$ cat config.mk
export PLATFORM = sky130hd
export DESIGN_NAME = fractal_sync_node_rf
export DESIGN_NICKNAME = d
export VERILOG_FILES = /design/src/rtl/fractal_sync_node_rf.sv
export SDC_FILE = /design/constraint.sdc
export NUM_CORES = 1
export LEC_CHECK = 0
export CELL_PAD_IN_SITES_DETAIL_PLACEMENT = 1
export CELL_PAD_IN_SITES_GLOBAL_PLACEMENT = 2
export CORE_MARGIN = 2
export CORE_UTILIZATION = 39
export CTS_CLUSTER_SIZE = 14
export DETAILED_ROUTE_END_ITERATION = 16
export PLACE_DENSITY_LB_ADDON = 0.1
export SLEW_MARGIN = 20
export SYNTH_ARGS = -nofsm -noshare
export SYNTH_HDL_FRONTEND = slang
export SYNTH_SLANG_ARGS = --single-unit
export TNS_END_PERCENT = 5
$ cat constraint.sdc
create_clock -name clk_i -period 3.35 [get_ports clk_i]
set_input_delay 0.335 -clock clk_i [delete_from_list [all_inputs] [get_ports clk_i]]
set_output_delay 0.335 -clock clk_i [all_outputs]
set_load 0.005 [all_outputs]
$ cat src/rtl/fractal_sync_node_rf.sv
// rtl/fractal_sync_node_rf.sv - N-child fractal sync node: barrier aggregation table, RR arbiter, up/down outputs
module fractal_sync_node_rf #(
   parameter int N_CHILD  = 2,
   parameter int LVL_W    = 4,
   parameter int ID_W     = 4,
   parameter int NODE_LVL = 1
) (
   input  logic                       clk_i,
   input  logic                       rst_ni,
   input  logic [N_CHILD-1:0]         req_valid_i,
   output logic [N_CHILD-1:0]         req_ready_o,
   input  logic [N_CHILD*LVL_W-1:0]   req_lvl_i,
   input  logic [N_CHILD*ID_W-1:0]    req_id_i,
   input  logic [N_CHILD*N_CHILD-1:0] req_sd_i,
   output logic                       up_valid_o,
   input  logic                       up_ready_i,
   output logic [LVL_W-1:0]           up_lvl_o,
   output logic [ID_W-1:0]            up_id_o,
   output logic                       dn_valid_o,
   input  logic                       dn_ready_i,
   output logic [N_CHILD-1:0]         dn_mask_o,
   output logic [LVL_W-1:0]           dn_lvl_o,
   output logic [ID_W-1:0]            dn_id_o,
   output logic                       err_o,
   output logic [ID_W-1:0]            err_id_o
);
   localparam int DEPTH = 1 << ID_W;
   localparam int PTR_W = (N_CHILD > 1) ? $clog2(N_CHILD) : 1;
   localparam logic [LVL_W-1:0] NODE_LVL_L = LVL_W'(NODE_LVL);

   logic [PTR_W-1:0]   ptr_q, ptr_d;
   logic [DEPTH-1:0]   tv_q, tv_d;
   logic [LVL_W-1:0]   tl_q [DEPTH];
   logic [LVL_W-1:0]   tl_d [DEPTH];
   logic [N_CHILD-1:0] te_q [DEPTH];
   logic [N_CHILD-1:0] te_d [DEPTH];
   logic [N_CHILD-1:0] ta_q [DEPTH];
   logic [N_CHILD-1:0] ta_d [DEPTH];

   logic               up_valid_q, up_valid_d;
   logic [LVL_W-1:0]   up_lvl_q, up_lvl_d;
   logic [ID_W-1:0]    up_id_q, up_id_d;
   logic               dn_valid_q, dn_valid_d;
   logic [N_CHILD-1:0] dn_mask_q, dn_mask_d;
   logic [LVL_W-1:0]   dn_lvl_q, dn_lvl_d;
   logic [ID_W-1:0]    dn_id_q, dn_id_d;
   logic               err_q, err_d;
   logic [ID_W-1:0]    err_id_q, err_id_d;

   logic               stall, gnt_any, bad, done;
   logic [PTR_W-1:0]   gnt_idx;
   logic [N_CHILD-1:0] gnt_oh, r_sd, new_arr;
   logic [LVL_W-1:0]   r_lvl;
   logic [ID_W-1:0]    r_id;
   int                 cand;

   assign stall = (up_valid_q & ~up_ready_i) | (dn_valid_q & ~dn_ready_i);

   // Round-robin scan starting at ptr_q; first valid child wins.
   always_comb begin
      gnt_any = 1'b0;
      gnt_idx = '0;
      cand    = 0;
      for (int i = 0; i < N_CHILD; i++) begin
         cand = int'(ptr_q) + i;
         if (cand >= N_CHILD) cand = cand - N_CHILD;
         if (!stall && !gnt_any && req_valid_i[cand]) begin
            gnt_any = 1'b1;
            gnt_idx = PTR_W'(cand);
         end
      end
   end

   assign gnt_oh      = gnt_any ? (N_CHILD'(1) << gnt_idx) : '0;
   assign req_ready_o = gnt_oh;
   assign r_lvl       = req_lvl_i[gnt_idx*LVL_W +: LVL_W];
   assign r_id        = req_id_i[gnt_idx*ID_W +: ID_W];
   assign r_sd        = req_sd_i[gnt_idx*N_CHILD +: N_CHILD];
   assign new_arr     = (tv_q[r_id] ? ta_q[r_id] : '0) | gnt_oh;
   assign done        = (new_arr == r_sd);
   assign bad = (r_lvl < NODE_LVL_L) || (r_sd == '0) || !r_sd[gnt_idx]
             || (tv_q[r_id] && ((r_lvl != tl_q[r_id]) || (r_sd != te_q[r_id])))
             || (tv_q[r_id] && ((ta_q[r_id] & gnt_oh) != '0));

   always_comb begin
      ptr_d      = ptr_q;
      tv_d       = tv_q;
      tl_d       = tl_q;
      te_d       = te_q;
      ta_d       = ta_q;
      up_valid_d = up_valid_q & ~up_ready_i;
      up_lvl_d   = up_lvl_q;
      up_id_d    = up_id_q;
      dn_valid_d = dn_valid_q & ~dn_ready_i;
      dn_mask_d  = dn_mask_q;
      dn_lvl_d   = dn_lvl_q;
      dn_id_d    = dn_id_q;
      err_d      = 1'b0;
      err_id_d   = err_id_q;
      if (gnt_any) begin
         ptr_d = (int'(gnt_idx) == N_CHILD - 1) ? '0 : gnt_idx + 1'b1;
         if (bad) begin
            err_d    = 1'b1;
            err_id_d = r_id;
         end else if (done) begin
            tv_d[r_id] = 1'b0;
            // Levels below NODE_LVL were rejected above, so anything not ours goes up.
            if (r_lvl == NODE_LVL_L) begin
               dn_valid_d = 1'b1;
               dn_mask_d  = r_sd;
               dn_lvl_d   = r_lvl;
               dn_id_d    = r_id;
            end else begin
               up_valid_d = 1'b1;
               up_lvl_d   = r_lvl;
               up_id_d    = r_id;
            end
         end else begin
            tv_d[r_id] = 1'b1;
            tl_d[r_id] = r_lvl;
            te_d[r_id] = r_sd;
            ta_d[r_id] = new_arr;
         end
      end
   end

   always_ff @(posedge clk_i or negedge rst_ni) begin
      if (!rst_ni) begin
         ptr_q <= '0;
         tv_q  <= '0;
         for (int i = 0; i < DEPTH; i++) begin
            tl_q[i] <= '0;
            te_q[i] <= '0;
            ta_q[i] <= '0;
         end
         up_valid_q <= 1'b0;
         up_lvl_q   <= '0;
         up_id_q    <= '0;
         dn_valid_q <= 1'b0;
         dn_mask_q  <= '0;
         dn_lvl_q   <= '0;
         dn_id_q    <= '0;
         err_q      <= 1'b0;
         err_id_q   <= '0;
      end else begin
         ptr_q      <= ptr_d;
         tv_q       <= tv_d;
         tl_q       <= tl_d;
         te_q       <= te_d;
         ta_q       <= ta_d;
         up_valid_q <= up_valid_d;
         up_lvl_q   <= up_lvl_d;
         up_id_q    <= up_id_d;
         dn_valid_q <= dn_valid_d;
         dn_mask_q  <= dn_mask_d;
         dn_lvl_q   <= dn_lvl_d;
         dn_id_q    <= dn_id_d;
         err_q      <= err_d;
         err_id_q   <= err_id_d;
      end
   end

   assign up_valid_o = up_valid_q;
   assign up_lvl_o   = up_lvl_q;
   assign up_id_o    = up_id_q;
   assign dn_valid_o = dn_valid_q;
   assign dn_mask_o  = dn_mask_q;
   assign dn_lvl_o   = dn_lvl_q;
   assign dn_id_o    = dn_id_q;
   assign err_o      = err_q;
   assign err_id_o   = err_id_q;
endmodule
==> impl_metrics.json <==
{
  "fmax_ghz": 0.282,
  "path_max_fanout": 6,
  "final_cell_mix": "170 x dfrtp_1, 142 x buf_4, 96 x mux2_4",
  "critical_path_class": "flip-flop to flip-flop",
  "area_growth_syn_to_layout_pct": 38.2,
  "viasPerCell": 5.87,
  "fill_cells": 2333,
  "crit_arrival_ns": 3.87,
  "root_buffer": "clkbuf_16",
  "syn_area_sq_um": 9570,
  "cts_tree": "done",
  "yosys.area_share.xor_xnor_pct": 0.366,
  "hold_class": "flip-flop to flip-flop",
  "ir_drop_mv": 0.314,
  "slew_violations": 0,
  "io_buffers": 52,
  "fp.dieH_microns": 161,
  "tightest_slew_ns": 0.999,
  "ys.warnings.count": 0,
  "worstSetupEndpointType": "flip-flop",
  "dr_wl_met3_microns": 1380,
  "firstDrtPassIters": 5,
  "syn_avg_cell_area_sq_um": 13.2,
  "grt_max_degree": 73,
  "synth_cells": 724,
  "timing.hold.ws_ns": 0.467,
  "gp_congestion": 0.834,
  "ios": 53,
  "drc": 0,
  "yosys-mux-area-fraction_pct": 36.1,
  "synth-compound-area-share_pct": 4.67,
  "first_global_vias": 8025,
  "final.period_utilization_pct": 106,
  "dr_wl_met2_microns": 16700,
  "core-area_sq_um": 24200,
  "grt_overflow_total": 0,
  "drive_above_1_share_pct": 49.7,
  "violations": "negative setup slack",
  "wl_per_cell_microns": 27.6,
  "slew_headroom_pct": 33.0,
  "syn-num-nets": 750,
  "rows": 57,
  "placedCellCount": 1199,
  "leakage_nw": 6.03,
  "cts_buffers": 17,
  "grt_antenna_before_repair": 0,
  "power_density_nw_per_um2": 668,
  "period_minus_slack_ns": 3.55,
  "cts.htree.levels": 4,
  "grt_pass1_wl_microns": 50400,
  "regArea_sq_um": 4250,
  "multiInputGateArea_sq_um": 5580,
  "clockBufferDepth": 2,
  "finClkSkew_ns": 0.0158,
  "wl_met1_microns": 15200,
  "cts_num_sinks": 170,
  "crit_path_start_kind": "flip-flop",
  "synth_edf_count": 0,
  "fin_nets": 939,
  "yosysUniqueCellTypes": 59,
  "yosys.area_share.simple_pct": 10.2,
  "diodes": 0,
  "timing.final.hold_violations": 0,
  "synth_fa_ha_area_share_pct": 0,
  "place_ws_ns": -0.807,
  "setup_ws_ns": -0.200,
  "instances_no_fill": 1250,
  "drt_iter0_drc": 489,
  "outcome": "finished, violations left",
  "final_antenna_net_count": 0,
  "via_count": 7343,
  "fin_tns_setup_ns": -20.17,
  "start_util_pct": 39.6,
  "layout_commonest_cell": "dfrtp_1",
  "top_layer": "met4",
  "grtUsageTotal_pct": 26.4,
  "die-width_microns": 161,
  "yosysSeqAreaShare_pct": 44.5,
  "dp_hpwl_microns": 23900,
  "path_clk_slew_ns": 0.07,
  "wirelength_microns": 34500,
  "async_reset_ff_share_pct": 100,
  "insertion_delay_ns": 0.44,
  "rsz0062_at_grt": "true",
  "synth_top_family_by_area": "multiplexers",
  "die_area_sq_um": 25800,
  "cap_viol_max_count": 0,
  "setup_viol": 150,
  "required_ns": 3.67,
  "ys_ff_latch": 170,
  "synth_ff_type": "dfrtp_1"
}
synth_stat cells, types with 4 or more instances:
library cell / count / area [sq um]
dfrtp_1: 170 / 4250
mux2_1: 120 / 1350
mux4_2: 65 / 1460
nand2_1: 36 / 135
mux2_2: 33 / 372
nand3_1: 29 / 145
mux2i_1: 27 / 270
nor2_1: 24 / 90.1
buf_4: 23 / 173
clkbuf_1: 22 / 82.6
buf_2: 20 / 100
nor3_1: 18 / 90.1
a21o_1: 16 / 120
and4_1: 16 / 140
nand2b_1: 11 / 68.8
and3_1: 7 / 43.8
nor2b_1: 7 / 43.8
a21oi_1: 6 / 30.0
nand4_1: 5 / 31.3
nor4_1: 4 / 25.0
or3_1: 4 / 25.0
path summary, 6_finish.rpt:
check	cells past startpoint	to	start	slack, ns
max	13	te_q[9]	tl_q[8]	-0.20
min	1	dn_lvl_o[0]	dn_lvl_o[0]	0.47
max reg2reg	13	te_q[9]	tl_q[8]	-0.20
min reg2reg	1	dn_lvl_o[0]	dn_lvl_o[0]	0.47
max in group asynchronous	3	ta_q[20]	rst_ni	2.03
min in group asynchronous	2	up_lvl_o[3]	rst_ni	0.49
per-layer routing:
metal / vias to the layer above / track usage [%]
li1: 3134 / -
met2: 203 / 42.9
met3: 64 / 5.04
met5: - / 0
met1: 3942 / 34.8
met4: 0 / 11.3
worst max-delay path, stage by stage, from the launching register on:
cell,delay [ns]
dfrtp_1,0.45
mux4_2,0.47
mux2_4,0.28
and3_4,0.16
nor4_4,0.25
buf_4,0.18
xnor2_4,0.13
o311ai_4,0.13
o41ai_4,0.31
buf_6,0.18
clkbuf_16,0.15
and4_4,0.27
clkbuf_16,0.18
mux2_4,0.30
logic make-up (layout without fill, tap and decap cells):
logic type / count (synthesis) / after routing
compound gates: 58 / 58
xor+xnor: 4 / 4
buf+inv: 71 / 273
flops: 170 / 170
mux: 245 / 245
simple gates: 176 / 176
cell type report:
type	count	area share (%)
inverters	3	0.0852
clock inverters	13	1.54
well taps	324	3.07
repair buffers	238	17.5
multi-input cells	483	42.2
flip-flops and latches	170	32.2
clock buffers	19	3.43
state kept, by name (all words and copies together), names as in the netlist, named ones only:
| signal | cells |
|---|---|
| tl_q | 64 |
| ta_q | 32 |
| te_q | 32 |
| dn_id_o | 4 |
| dn_lvl_o | 4 |
| err_id_o | 4 |
| up_id_o | 4 |
| up_lvl_o | 4 |
| dn_mask_o | 2 |
| dn_valid_o | 1 |
| err_o | 1 |
| ptr_q | 1 |
| up_valid_o | 1 |
timing repair:
action / 4_1_cts / 5_1_grt
gates cloned: 0 / 4
endpoints found under the setup margin: 161 / 166
hold buffers: 1 / 0
pin swaps: 0 / 14
gates resized for setup: 21 / 158
buffers inserted: 0 / 14
hold endpoints to repair: 69 / 0
power by group:
part	internal, mW	switching, mW
logic	1.99	1.24
clock network	1.31	0.942
registers	2.76	0.583
through the flow:
stage | power, mW | area, sq um | util, %
detailed placement | 5.89 | 11600 | 48.1
floorplan | 4.66 | 9570 | -
global route | 9.22 | 13200 | 54.7
CTS | 8.19 | 12400 | 51.2
finish | 8.83 | 13200 | 54.7
global placement | 5.72 | 11600 | 48.1
(Power assumes the default switching activity.)
